--- config.mk ---
export PLATFORM = sky130hd
export DESIGN_NAME = load_store_unit
export DESIGN_NICKNAME = d
export VERILOG_FILES = /design/src/rtl/load_store_unit_pkg.sv /design/src/rtl/lsu_align.sv /design/src/rtl/load_store_unit.sv
export SDC_FILE = /design/constraint.sdc
export NUM_CORES = 1
export LEC_CHECK = 0
export CAP_MARGIN = 15
export CORE_AREA = 2 2 131 133
export DETAILED_ROUTE_END_ITERATION = 12
export DIE_AREA = 0 0 133 135
export PLACE_DENSITY = 0.84
export SYNTH_ARGS = -nofsm -noshare
export SYNTH_HDL_FRONTEND = slang
export SYNTH_SLANG_ARGS = --single-unit
--- constraint.sdc ---
create_clock -name clk -period 2.87 [get_ports clk]
set_input_delay 0.287 -clock clk [delete_from_list [all_inputs] [get_ports clk]]
set_output_delay 0.287 -clock clk [all_outputs]
set_load 0.01 [all_outputs]
--- src/rtl/load_store_unit_pkg.sv ---
// load_store_unit_pkg: shared op encodings, FSM states and lane constants for the LSU.
// Op encoding is {store, unsigned, size[1:0]} so the datapath can decode by bit.
package load_store_unit_pkg;
    localparam int LSU_OP_BITS = 4;
    localparam int BYTE_LANES  = 4;

    typedef enum logic [LSU_OP_BITS-1:0] {
        OP_LB  = 4'h0,
        OP_LH  = 4'h1,
        OP_LW  = 4'h2,
        OP_LBU = 4'h4,
        OP_LHU = 4'h5,
        OP_SB  = 4'h8,
        OP_SH  = 4'h9,
        OP_SW  = 4'hA
    } lsu_op_t;

    typedef enum logic [1:0] {IDLE, REQ, WAIT} lsu_state_t;
endpackage

--- src/rtl/lsu_align.sv ---
// lsu_align: byte-lane steering for stores, load extract/extend and misalignment detection.
module lsu_align
    import load_store_unit_pkg::*;
(
    input  lsu_op_t                   op,
    input  logic [1:0]                off,
    input  logic [8*BYTE_LANES-1:0]   wdata,
    input  logic [8*BYTE_LANES-1:0]   rdata,
    output logic [BYTE_LANES-1:0]     be,
    output logic [8*BYTE_LANES-1:0]   wdata_lane,
    output logic [8*BYTE_LANES-1:0]   ld_data,
    output logic                      misalign
);
    logic [7:0]  b;
    logic [15:0] h;
    logic        is_b, is_h, sx;

    always_comb begin
        is_b       = op[1:0] == 2'd0;
        is_h       = op[1:0] == 2'd1;
        sx         = !op[2];
        b          = rdata[8*off +: 8];
        h          = off[1] ? rdata[31:16] : rdata[15:0];
        misalign   = (is_h && off[0]) || (op[1:0] == 2'd2 && off != 2'd0);
        be         = !op[3] ? 4'b1111 : is_b ? 4'b0001 << off : is_h ? (off[1] ? 4'b1100 : 4'b0011) : 4'b1111;
        wdata_lane = is_b ? {4{wdata[7:0]}} : is_h ? {2{wdata[15:0]}} : wdata;
        ld_data    = is_b ? {{24{b[7] & sx}}, b} : is_h ? {{16{h[15] & sx}}, h} : rdata;
    end
endmodule

--- src/rtl/load_store_unit.sv ---
// load_store_unit: single-outstanding RV32I load/store stage between EX and writeback.
module load_store_unit
    import load_store_unit_pkg::*;
#(
    parameter int XLEN = 32
) (
    input  logic            clk,
    input  logic            rst_n,
    input  logic            req_valid,
    output logic            req_ready,
    input  logic [3:0]      req_op,
    input  logic [XLEN-1:0] req_addr,
    input  logic [XLEN-1:0] req_wdata,
    input  logic [4:0]      req_rd,
    input  logic            flush,
    output logic            mem_req,
    output logic            mem_we,
    output logic [XLEN-1:0] mem_addr,
    output logic [3:0]      mem_be,
    output logic [XLEN-1:0] mem_wdata,
    input  logic            mem_gnt,
    input  logic            mem_rvalid,
    input  logic [XLEN-1:0] mem_rdata,
    output logic            wb_valid,
    output logic [4:0]      wb_rd,
    output logic [XLEN-1:0] wb_data,
    output logic            store_done,
    output logic            misalign_exc,
    output logic [XLEN-1:0] exc_addr
);
    lsu_state_t      state_q, state_d;
    lsu_op_t         op_q, op_d, a_op;
    logic [XLEN-1:0] addr_q, addr_d, wdata_q, wdata_d, wb_data_q, wb_data_d, exc_addr_q, exc_addr_d;
    logic [4:0]      rd_q, rd_d, wb_rd_q, wb_rd_d;
    logic            kill_q, kill_d, store_done_q, store_done_d, wb_valid_q, wb_valid_d, mis_q, mis_d;
    logic            idle, misalign;
    logic [1:0]      a_off;
    logic [3:0]      be;
    logic [XLEN-1:0] wdata_lane, ld_data;

    // In IDLE the aligner checks the incoming op; otherwise it works on the registered request.
    assign idle  = state_q == IDLE;
    assign a_op  = idle ? lsu_op_t'(req_op) : op_q;
    assign a_off = idle ? req_addr[1:0] : addr_q[1:0];

    lsu_align u_align (
        .op         (a_op),
        .off        (a_off),
        .wdata      (wdata_q),
        .rdata      (mem_rdata),
        .be         (be),
        .wdata_lane (wdata_lane),
        .ld_data    (ld_data),
        .misalign   (misalign)
    );

    always_comb begin
        state_d      = state_q;
        op_d         = op_q;
        addr_d       = addr_q;
        wdata_d      = wdata_q;
        rd_d         = rd_q;
        kill_d       = kill_q;
        store_done_d = 1'b0;
        wb_valid_d   = 1'b0;
        wb_rd_d      = wb_rd_q;
        wb_data_d    = wb_data_q;
        mis_d        = 1'b0;
        exc_addr_d   = exc_addr_q;
        case (state_q)
            IDLE: if (req_valid && !flush) begin
                if (misalign) begin
                    mis_d      = 1'b1;
                    exc_addr_d = req_addr;
                end else begin
                    state_d = REQ;
                    op_d    = lsu_op_t'(req_op);
                    addr_d  = req_addr;
                    wdata_d = req_wdata;
                    rd_d    = req_rd;
                    kill_d  = 1'b0;
                end
            end
            REQ: if (mem_gnt) begin
                // A granted store is committed even if flushed in the same cycle.
                state_d      = op_q[3] ? IDLE : WAIT;
                store_done_d = op_q[3];
                kill_d       = flush;
            end else if (flush) begin
                state_d = IDLE;
            end
            WAIT: begin
                kill_d = kill_q || flush;
                if (mem_rvalid) begin
                    state_d    = IDLE;
                    wb_valid_d = !(kill_q || flush);
                    wb_rd_d    = rd_q;
                    wb_data_d  = ld_data;
                end
            end
            default: state_d = IDLE;
        endcase
    end

    always_ff @(posedge clk or negedge rst_n) begin
        if (!rst_n) begin
            state_q      <= IDLE;
            op_q         <= OP_LB;
            addr_q       <= '0;
            wdata_q      <= '0;
            rd_q         <= '0;
            kill_q       <= 1'b0;
            store_done_q <= 1'b0;
            wb_valid_q   <= 1'b0;
            wb_rd_q      <= '0;
            wb_data_q    <= '0;
            mis_q        <= 1'b0;
            exc_addr_q   <= '0;
        end else begin
            state_q      <= state_d;
            op_q         <= op_d;
            addr_q       <= addr_d;
            wdata_q      <= wdata_d;
            rd_q         <= rd_d;
            kill_q       <= kill_d;
            store_done_q <= store_done_d;
            wb_valid_q   <= wb_valid_d;
            wb_rd_q      <= wb_rd_d;
            wb_data_q    <= wb_data_d;
            mis_q        <= mis_d;
            exc_addr_q   <= exc_addr_d;
        end
    end

    assign req_ready    = idle;
    assign mem_req      = state_q == REQ;
    assign mem_we       = mem_req && op_q[3];
    assign mem_addr     = mem_req ? {addr_q[XLEN-1:2], 2'b00} : '0;
    assign mem_be       = mem_req ? be : 4'b0000;
    assign mem_wdata    = mem_we ? wdata_lane : '0;
    assign wb_valid     = wb_valid_q;
    assign wb_rd        = wb_rd_q;
    assign wb_data      = wb_data_q;
    assign store_done   = store_done_q;
    assign misalign_exc = mis_q;
    assign exc_addr     = exc_addr_q;
endmodule
==> impl_metrics.toml, run 1 <==
[pwr]
power_frac_comb = 0.507
p_total_uw = 12200
pwr-share-seq = 0.318
power.share.clock = 0.175
p_leak_uw = 0.00484
power_switching_uw = 4190
power.density_mw_per_mm2 = 1130
power.internal_uw = 7990
ir_drop_v = 0.000530
p_sw_frac = 0.344

[synthesis]
synth_cells = 620
synth_flop_cell = "dfrtp_1"
synth-seq-cells = 148
ys_seq_area_frac = 0.506
ys_warn_count = 0
syn_area_mm2 = 0.00732
async_reset_ff_frac = 1.00
synth_cell_types = 44
syn_avg_cell_area_um2 = 11.8
synth_edf_count = 0

[global_routing]
grt_pass1_wl_um = 32500
overflow = 0
grt_usage = 0.233
grt_max_degree = 64
antenna_found_initial = 2
grt_pass1_vias = 5967

[clock_network]
clockRootBuffer = "clkbuf_16"
clk_pin_slew_worst_paths_ps = 60
clock_latency_ps = 410
cts_tree = "done"
max-clock-path-buffers = 2
numCtsBuffers = 17
cts.sinks = 148
htreeDepth = 4

[timing]
finClkSkew_ps = 6.07
setup_viol = 0
fmax_ghz = 0.365
min_period_ps = 2740
setup_slack_ps = 127
rsz0062_at_grt = "yes"
drv_slew = 0
hold_viol_final = 0
tightestPinTransition_ps = 965
slew_headroom = 0.355
holdWs_ps = 428
period_share = 0.956

[finish]
seqCellArea_mm2 = 0.00370
area_growth_pct = 47.3
fin_nets = 994
final_core_util = 0.657
multi_input_area_mm2 = 0.00337
fill_cells = 1239
fin_cells = 1112
drive_gt1_frac = 0.212

[floorplan]
dieWidth_um = 133
die_h_um = 135
coreArea_mm2 = 0.0164
dieArea_mm2 = 0.0180
io_pins = 254
num_rows = 47
initial_core_util = 0.446

[detailed_routing]
wl_met1_um = 8650
routed_wl_um = 20600
num_vias = 5729
wl_met2_um = 9980
wl_met3_um = 1630
drc = 0
wl_per_cell_um = 18.5
top_layer = "met4"
dr.first_iter.drc_count = 297
drtPass1Iterations = 4
avgViaCountPerCell = 5.15
ant_nets = 0

[hold_path]
min_path_type = "in2async"

[place]
numPortBuffers = 251
place.gp.congestion = 0.823
dp_cells = 1075
place_hpwl_um = 14600
dp_slack_ps = 57.5

[flow_run]
cap_violations = 0

[worst_setup_path]
cp_max_fo = 14
criticalPathCategory = "reg2out"
startpoint_type = "flop"
arrival_ps = 2460
worstSetupEndpointType = "output pin"
critical_path_required_ps = 2580

[status]
status = "finished clean"
## cells by family (layout without fill, tap and decap cells)
logic type / Yosys count / after routing / synth area share
AND/OR/NAND/NOR: 187 / 187 / 0.119
flip-flops: 148 / 148 / 0.506
multiplexers: 138 / 138 / 0.244
AO/OA/AOI/OAI: 91 / 91 / 0.0814
buffers and inverters: 51 / 320 / 0.0420
adder cells (fa/ha/maj): 4 / 4 / 0.00684
other: 1 / 4 / 0.000512
## cells in the final DEF, fill, tap and decap left out, types with 3 or more instances in the layout
master / n
and3_1: 9
a31oi_1: 23
dlymetal6s2s_1: 6
a211oi_1: 6
mux2_2: 38
mux2i_1: 26
dfrtp_1: 148
ha_1: 3
nor3_1: 3
nand2b_1: 4
and2_1: 30
o21ai_0: 5
o21a_1: 8
a21oi_1: 23
buf_12: 6
inv_1: 5
clkbuf_16: 17
nand2_1: 69
clkdlybuf4s50_1: 230
dlygate4sd2_1: 10
clkinv_2: 5
buf_4: 22
nor2_1: 58
a41oi_1: 3
mux2_4: 71
a221oi_1: 9
buf_6: 3
## worst max-delay path: stages, from the launching register on
cell           delay [ps]
dfrtp_1               410
inv_2                  80
ha_4                  190
buf_6                 140
mux2i_4               190
buf_4                 160
bufbuf_16             280
a211oi_1              270
dlygate4sd2_1         310
## through the flow
stage | setup TNS (ps) | cell area [um2]
3_5_place_dp | 0 | 10100
4_1_cts | 0 | 10700
6_report | 0 | 10800
5_1_grt | -250 | 10800
3_3_place_gp | 0 | 10100
2_1_floorplan | 0 | 7320
## power groups by stage
| stage | Sequential, uW | Clock (uW) | Combinational [uW] |
|---|---|---|---|
| finish | 3870 | 2130 | 6180 |
| global route | 4000 | 2250 | 6640 |
| CTS | 3870 | 2170 | 6200 |
| detailed placement | 3870 | 0 | 6040 |
| global placement | 3840 | 0 | 5930 |
| floorplan | 3900 | 0 | 3280 |
## final timing paths
| kind | from | to | slack, ps | cells after the start |
|---|---|---|---|---|
| worst max-delay path | state_q[0]$_DFFE_PN0P_ | mem_wdata[29] | 130 | 8 |
| worst min-delay path | rst_n | addr_q[24]$_DFFE_PN0P_ | 430 | 2 |
| worst max register to register | state_q[0]$_DFFE_PN0P_ | exc_addr[27]$_DFFE_PN0P_ | 140 | 9 |
| worst min register to register | wb_rd[2]$_DFFE_PN0P_ | wb_rd[2]$_DFFE_PN0P_ | 470 | 2 |
| max in group asynchronous | rst_n | wb_data[6]$_DFFE_PN0P_ | 1600 | 3 |
| min in group clk | mem_rdata[4] | wb_data[4]$_DFFE_PN0P_ | 440 | 3 |
## registers in the layout, summed over array words and instances, names as in the netlist
| name | flops |
|---|---|
| addr_q | 32 |
| exc_addr | 32 |
| kill_q | 1 |
| misalign_exc | 1 |
| op_q | 4 |
| rd_q | 5 |
| state_q | 2 |
| store_done | 1 |
| wb_data | 32 |
| wb_rd | 5 |
| wb_valid | 1 |
| wdata_q | 32 |
## synthesized netlist by cell type (2+ instances only)
| master | number | area [um2] |
|---|---|---|
| nor3_2 | 2 | 20.0 |
| buf_6 | 13 | 146 |
| buf_2 | 6 | 30.0 |
| a41oi_1 | 3 | 26.3 |
| mux2i_2 | 2 | 27.5 |
| mux2i_1 | 27 | 270 |
| o21a_1 | 8 | 60.1 |
| dfrtp_1 | 148 | 3700 |
| a221oi_1 | 9 | 78.8 |
| a211oi_1 | 8 | 60.1 |
| o21bai_1 | 2 | 15.0 |
| nor2_1 | 58 | 218 |
| o21ai_0 | 5 | 25.0 |
| nand2b_1 | 4 | 25.0 |
| nor3_1 | 3 | 15.0 |
| clkbuf_1 | 22 | 82.6 |
| or2_2 | 2 | 12.5 |
| buf_4 | 3 | 22.5 |
| mux2_2 | 39 | 439 |
| nand2_1 | 69 | 259 |
| and2_1 | 31 | 194 |
| a31oi_1 | 23 | 144 |
| inv_1 | 7 | 26.3 |
| o211ai_1 | 2 | 15.0 |
| ha_1 | 4 | 50.1 |
| a21oi_1 | 25 | 125 |
| mux2_4 | 70 | 1050 |
| and3_1 | 9 | 56.3 |
## routing by layer
layer | track usage | up-vias
li1 | - | 2680
met1 | 0.307 | 2805
met2 | 0.369 | 217
met3 | 0.0664 | 27
met4 | 0.0848 | 0
met5 | 0 | -
## cell type report
class / count / area share
Antenna cell: 2 / 0.000464
Sequential cell: 148 / 0.343
Clock buffer: 20 / 0.0414
Clock inverter: 10 / 0.0101
Tap cell: 220 / 0.0255
Timing Repair Buffer: 283 / 0.264
Inverter: 7 / 0.00244
Multi-Input combinational cell: 422 / 0.312
## timing repair
action | 4_1_cts | 5_1_grt
pin swaps | 0 | 0
resized for setup | 21 | 20
hold buffers | 1 | 0
hold endpoints to repair | 59 | 0
endpoints found under the setup margin | 28 | 76
gates cloned | 1 | 0
setup buffers | 3 | 0
No activity file was read; power rests on OpenSTA's default activity.
==> run 2, diff against run 1 <==
--- a/config.mk
+++ b/config.mk
@@ -5,11 +5,12 @@
 export SDC_FILE = /design/constraint.sdc
 export NUM_CORES = 1
 export LEC_CHECK = 0
+export ABC_AREA = 1
 export CAP_MARGIN = 15
-export CORE_AREA = 2 2 131 133
+export CORE_AREA = 2 2 135 137
 export DETAILED_ROUTE_END_ITERATION = 12
-export DIE_AREA = 0 0 133 135
-export PLACE_DENSITY = 0.84
+export DIE_AREA = 0 0 137 139
+export PLACE_DENSITY = 0.82
 export SYNTH_ARGS = -nofsm -noshare
 export SYNTH_HDL_FRONTEND = slang
 export SYNTH_SLANG_ARGS = --single-unit
==> run 2 against run 1 <==
  * Via count up 31%
  * Total power down 2.7%
  * Largest cell class unchanged
  * First-iteration DRC count up 74%
  * Synthesized cell count up 68%
  * Critical path type unchanged
  * Combinational power down 0.8%
  * Die area up 6.1%
==> impl_metrics.toml, run 2 <==
[finish]
fin_cells = 1530
final_core_util = 0.628
area_growth_pct = 42.6
layout_commonest_cell = "nand2_1"
final_cell_mix = "nand2_1 (403), clkdlybuf4s50_1 (248), inv_1 (149), dfrtp_1 (148), o21ai_1 (60)"
seqCellArea_mm2 = 0.00370
drive_gt1_frac = 0.0892
fill_cells = 1549
multi_input_area_mm2 = 0.00314
fin_nets = 1402

[detailed_routing]
wl_per_cell_um = 15.2
dr.first_iter.drc_count = 516
num_vias = 7531
ant_nets = 0
avgViaCountPerCell = 4.92
drtPass1Iterations = 5
drc = 0
routed_wl_um = 23300

[pwr]
power_frac_comb = 0.517
power.density_mw_per_mm2 = 1070
power_switching_uw = 4880
p_leak_uw = 0.00584
power.internal_uw = 6970
p_total_uw = 11800
power.share.clock = 0.180
pwr-share-seq = 0.302
ir_drop_v = 0.000571
p_sw_frac = 0.412

[floorplan]
dieArea_mm2 = 0.0190
num_rows = 49
initial_core_util = 0.441
dieWidth_um = 137
io_pins = 254
die_h_um = 139
coreArea_mm2 = 0.0177

[worst_setup_path]
arrival_ps = 2460
worstPathBufferInverterCount = 4
reg2reg_setup_slack_ps = 530
critPathSlowestCell = "clkdlybuf4s50_1"
cpLargestDelayFamily = "buffers and inverters"
critical_path_required_ps = 2580
crit_top_cell = "nand2_1"
cp_max_fo = 9
cp_cell_sequence = "inv_1 -> ha_4 -> inv_2 -> buf_4 -> nand2_1 -> nand2_2 -> nand3_4 -> nand2_1 -> a31oi_1 -> clkdlybuf4s50_1"
startpoint_type = "flop"
worstSetupEndpointType = "output pin"
criticalPathCategory = "reg2out"
slowest_delay_ps = 560

[synthesis]
synth_top_cell_by_area = "dfrtp_1"
async_reset_ff_frac = 1.00
synth_cell_types = 33
synth.most_common_cell = "nand2_1"
ys_warn_count = 0
synth_cells = 1043
synth_flop_cell = "dfrtp_1"
ys_seq_area_frac = 0.476
ys_top_cells_by_count = "nand2_1 (405), inv_1 (151), dfrtp_1 (148)"
syn_area_mm2 = 0.00778
synth_edf_count = 0
synth_top_area_share = 0.476
synth-seq-cells = 148
syn_avg_cell_area_um2 = 7.46
ys_top_cells_by_area = "dfrtp_1 (48%), nand2_1 (20%), inv_1 (7.3%), o21ai_1 (3.9%), nand3_1 (3.2%)"

[place]
place_hpwl_um = 16700
dp_cells = 1490
numPortBuffers = 251
place.gp.congestion = 0.899

[timing]
period_share = 0.959
tightestPinTransition_ps = 592
min_period_ps = 2750
drv_slew = 0
finClkSkew_ps = 21.3
setup_viol = 0
hold_viol_final = 0
tns_ps = 0
slew_headroom = 0.606
fmax_ghz = 0.363

[global_routing]
grt_usage = 0.246
overflow = 0
antenna_found_initial = 2
grt_pass1_vias = 7306
grt_max_degree = 75
grt_pass1_wl_um = 36700

[clock_network]
clock_latency_ps = 440
cts_tree = "done"
clockRootBuffer = "clkbuf_16"
numCtsBuffers = 17
max-clock-path-buffers = 2
cts.sinks = 148
htreeDepth = 4
clk_pin_slew_worst_paths_ps = 70

[status]
status = "finished clean"

[flow_run]
cap_violations = 0

[hold_path]
min_path_type = "in2async"
run 2: changes by cell type after synthesis, moves of 21 or more:
cell,change
o21ai_1,+59
mux2_4,-70
a31oi_1,-21
inv_1,+144
mux2i_1,-27
nand2_1,+336
nand3_1,+48
mux2_2,-39
and2_1,-31
o21ai_2,+23
run 2: final cells by class:
| type | instances | area share |
|---|---|---|
| Antenna cell | 1 | 0.000226 |
| Clock buffer | 18 | 0.0396 |
| Clock inverter | 14 | 0.0106 |
| Inverter | 155 | 0.0544 |
| Multi-Input combinational cell | 685 | 0.283 |
| Sequential cell | 148 | 0.334 |
| Tap cell | 229 | 0.0258 |
| Timing Repair Buffer | 280 | 0.252 |
run 2: through the flow:
step	hold WS (ps)	area [um2]	setup WS, ps
2_1_floorplan	-8.59	7780	815
3_3_place_gp	314	10400	182
3_5_place_dp	319	10400	88.5
4_1_cts	396	11000	9.39
5_1_grt	408	11100	-2.71
6_report	395	11100	118
run 2: power groups by stage:
stage                     logic, uW  registers, uW  clock network, uW
after floorplan                3210           3700                  0
after CTS                      6040           3580               2180
after detailed placement       5890           3600                  0
after global routing           6750           3690               2270
final                          6130           3580               2140
after global placement         5760           3560                  0
run 2: worst paths after layout:
check	from	end	cells after the start
max	state_q[0]$_DFFE_PN0P_	mem_be[0]	10
min	rst_n	exc_addr[18]$_DFFE_PN0P_	2
max reg2reg	state_q[0]$_DFFE_PN0P_	exc_addr[25]$_DFFE_PN0P_	11
min reg2reg	wb_data[16]$_DFFE_PN0P_	wb_data[16]$_DFFE_PN0P_	2
max in group asynchronous	rst_n	wb_data[8]$_DFFE_PN0P_	3
min in group clk	req_wdata[21]	wdata_q[21]$_DFFE_PN0P_	3
run 2: cell families after synthesis:
group / share of synthesized area
fa+ha+maj: 0.00643
other cells: 0.000482
flops: 0.476
compound gates: 0.111
simple gates: 0.278
buf+inv: 0.128
run 2: repair_timing:
action / CTS / global route
setup endpoints to repair: 28 / 18
hold endpoints to repair: 61 / 0
resized for setup: 11 / 12
setup buffers: 3 / 3
pin swaps: 0 / 2
hold buffers: 1 / 0
run 2: routing by layer:
metal / global-route usage / part of all wire / wire length, um
met2: 0.404 / 0.49 / 11400
met5: 0 / 0.00056 / 13
met1: 0.297 / 0.39 / 9060
met4: 0.109 / 0.036 / 838
met3: 0.0716 / 0.085 / 1970
==> run 3, diff against run 2 <==
--- a/config.mk
+++ b/config.mk
@@ -10,6 +10,7 @@
 export CORE_AREA = 2 2 135 137
 export DETAILED_ROUTE_END_ITERATION = 12
 export DIE_AREA = 0 0 137 139
+export HOLD_SLACK_MARGIN = 0.05
 export PLACE_DENSITY = 0.82
 export SYNTH_ARGS = -nofsm -noshare
 export SYNTH_HDL_FRONTEND = slang
==> constraint.sdc (replaced) <==
create_clock -name clk -period 2.6 [get_ports clk]
set_input_delay 0.26 -clock clk [delete_from_list [all_inputs] [get_ports clk]]
set_output_delay 0.26 -clock clk [all_outputs]
set_load 0.01 [all_outputs]
==> run 3 against run 2 <==
  * Register-to-register slack got worse by 210 ps
  * Cell count rose by 0.46%
  * Combinational power rose by 11%
  * Critical path type unchanged
  * Critical endpoint is now mem_wdata[16]
  * Largest cell class unchanged
==> impl_metrics.toml, run 3 (same netlist as run 2, synthesis figures left out) <==
[status]
status = "finished clean"

[global_routing]
antenna_found_initial = 0
overflow = 0
grt_pass1_wl_um = 36500
grt_usage = 0.243
grt_max_degree = 82
grt_pass1_vias = 7296

[detailed_routing]
num_vias = 7529
routed_wl_um = 22800
dr.first_iter.drc_count = 524
avgViaCountPerCell = 4.90
ant_nets = 0
wl_per_cell_um = 14.8
drtPass1Iterations = 5
drc = 0

[hold_path]
min_path_type = "in2reg"
holdPathStages = 3
whs_endpoint = "wdata_q[20]$_DFFE_PN0P_"
min_from = "req_wdata[20]"

[clock_network]
htreeDepth = 4
clockRootBuffer = "clkbuf_16"
cts.sinks = 148
clk_pin_slew_worst_paths_ps = 70
numCtsBuffers = 17
cts_tree = "done"
clock_latency_ps = 430
max-clock-path-buffers = 2

[pwr]
power.share.clock = 0.190
ir_drop_v = 0.000620
pwr-share-seq = 0.298
power.internal_uw = 7820
p_sw_frac = 0.409
power.density_mw_per_mm2 = 1180
p_leak_uw = 0.00607
p_total_uw = 13200
power_frac_comb = 0.512
power_switching_uw = 5410

[worst_setup_path]
critical_path_required_ps = 2340
arrival_ps = 2260
ff2ff_path_depth = 14
worstSetupEndpointType = "output pin"
cp_max_fo = 22
reg2reg_setup_slack_ps = 320
r2r-start = "state_q[1]$_DFFE_PN0P_"
r2r-end = "exc_addr[4]$_DFFE_PN0P_"
criticalPathCategory = "reg2out"
startpoint_type = "flop"

[place]
place_hpwl_um = 16200
dpl-instance-area_mm2 = 0.0105
place.gp.congestion = 0.882
numPortBuffers = 251
dp_cells = 1494

[floorplan]
dieWidth_um = 137
coreArea_mm2 = 0.0177
io_pins = 254
die_h_um = 139
initial_core_util = 0.441
num_rows = 49
dieArea_mm2 = 0.0190

[finish]
drive_gt1_frac = 0.0963
diodes = 0
final_cell_mix = "nand2_1 (401), clkdlybuf4s50_1 (224), inv_1 (148), dfrtp_1 (148), o21ai_1 (63)"
layout_commonest_cell = "nand2_1"
final_cell_area_mm2 = 0.0112
fin_nets = 1410
final_core_util = 0.635
area_growth_pct = 44.2
fill_cells = 1539
fin_cells = 1537

[timing]
tightestPinTransition_ps = 754
hold_viol_final = 0
drv_slew = 0
setup_viol = 0
tns_ps = 0
finClkSkew_ps = 15.7
rsz0062_at_grt = "no"
slew_headroom = 0.497
min_period_ps = 2520
fmax_ghz = 0.398
period_share = 0.968

[flow_run]
cap_violations = 0
[run 3: power groups by stage]
stage | clock, uW | combinational (uW) | sequential [uW]
detailed placement | 0 | 6580 | 3950
CTS | 2570 | 6750 | 3930
global route | 2670 | 7450 | 4060
global placement | 0 | 6420 | 3930
floorplan | 0 | 3550 | 4080
finish | 2520 | 6780 | 3940
[run 3: what timing repair did]
action	CTS	global route
endpoints found under the hold margin	79	0
hold buffers	1	0
resized for setup	36	12
buffers inserted	10	0
cloned	0	0
endpoints found under the setup margin	28	33
pin swaps	2	0
[run 3: cell type report]
class / instances / area (um2) / share of cell area
inverters: 155 / 591 / 0.0527
clock inverters: 15 / 181 / 0.0162
multi-input cells: 685 / 3120 / 0.279
well taps: 229 / 287 / 0.0255
clock buffers: 17 / 425 / 0.0379
repair buffers: 288 / 2900 / 0.259
flip-flops and latches: 148 / 3700 / 0.330
[run 3: how the worst max path moves through the flow]
stage / from / end / slack [ps]
floorplan: state_q[0]$_DFFE_PN0P_ / mem_wdata[11] / 570
global placement: state_q[1]$_DFFE_PN0P_ / mem_wdata[30] / 110
detailed placement: state_q[1]$_DFFE_PN0P_ / mem_wdata[30] / 40
CTS: state_q[0]$_DFFE_PN0P_ / mem_wdata[22] / 20
global route: state_q[0]$_DFFE_PN0P_ / mem_wdata[16] / 4
finish: state_q[0]$_DFFE_PN0P_ / mem_wdata[16] / 80
[run 3: through the flow]
| stage | setup WS (ps) | hold WS (ps) |
|---|---|---|
| finish | 84.4 | 369 |
| global route | 3.54 | 385 |
| CTS | 15.8 | 360 |
| detailed placement | 37.4 | 350 |
| global placement | 105 | 348 |
| floorplan | 572 | -35.6 |
[run 3: worst max-delay path, stage by stage (launching register included)]
cell and delay [ps]:
dfrtp_1 360, buf_4 130, ha_1 270, nand2_2 150, buf_6 210, a21oi_1 140
clkdlybuf4s50_1 570
[run 3: metal layers]
metal | GRT usage | part of all wire | vias to the layer above
li1 | - | - | 3691
met1 | 0.310 | 0.40 | 3468
met2 | 0.403 | 0.50 | 325
met3 | 0.0574 | 0.081 | 45
met4 | 0.0857 | 0.027 | 0
met5 | 0 | 0 | -
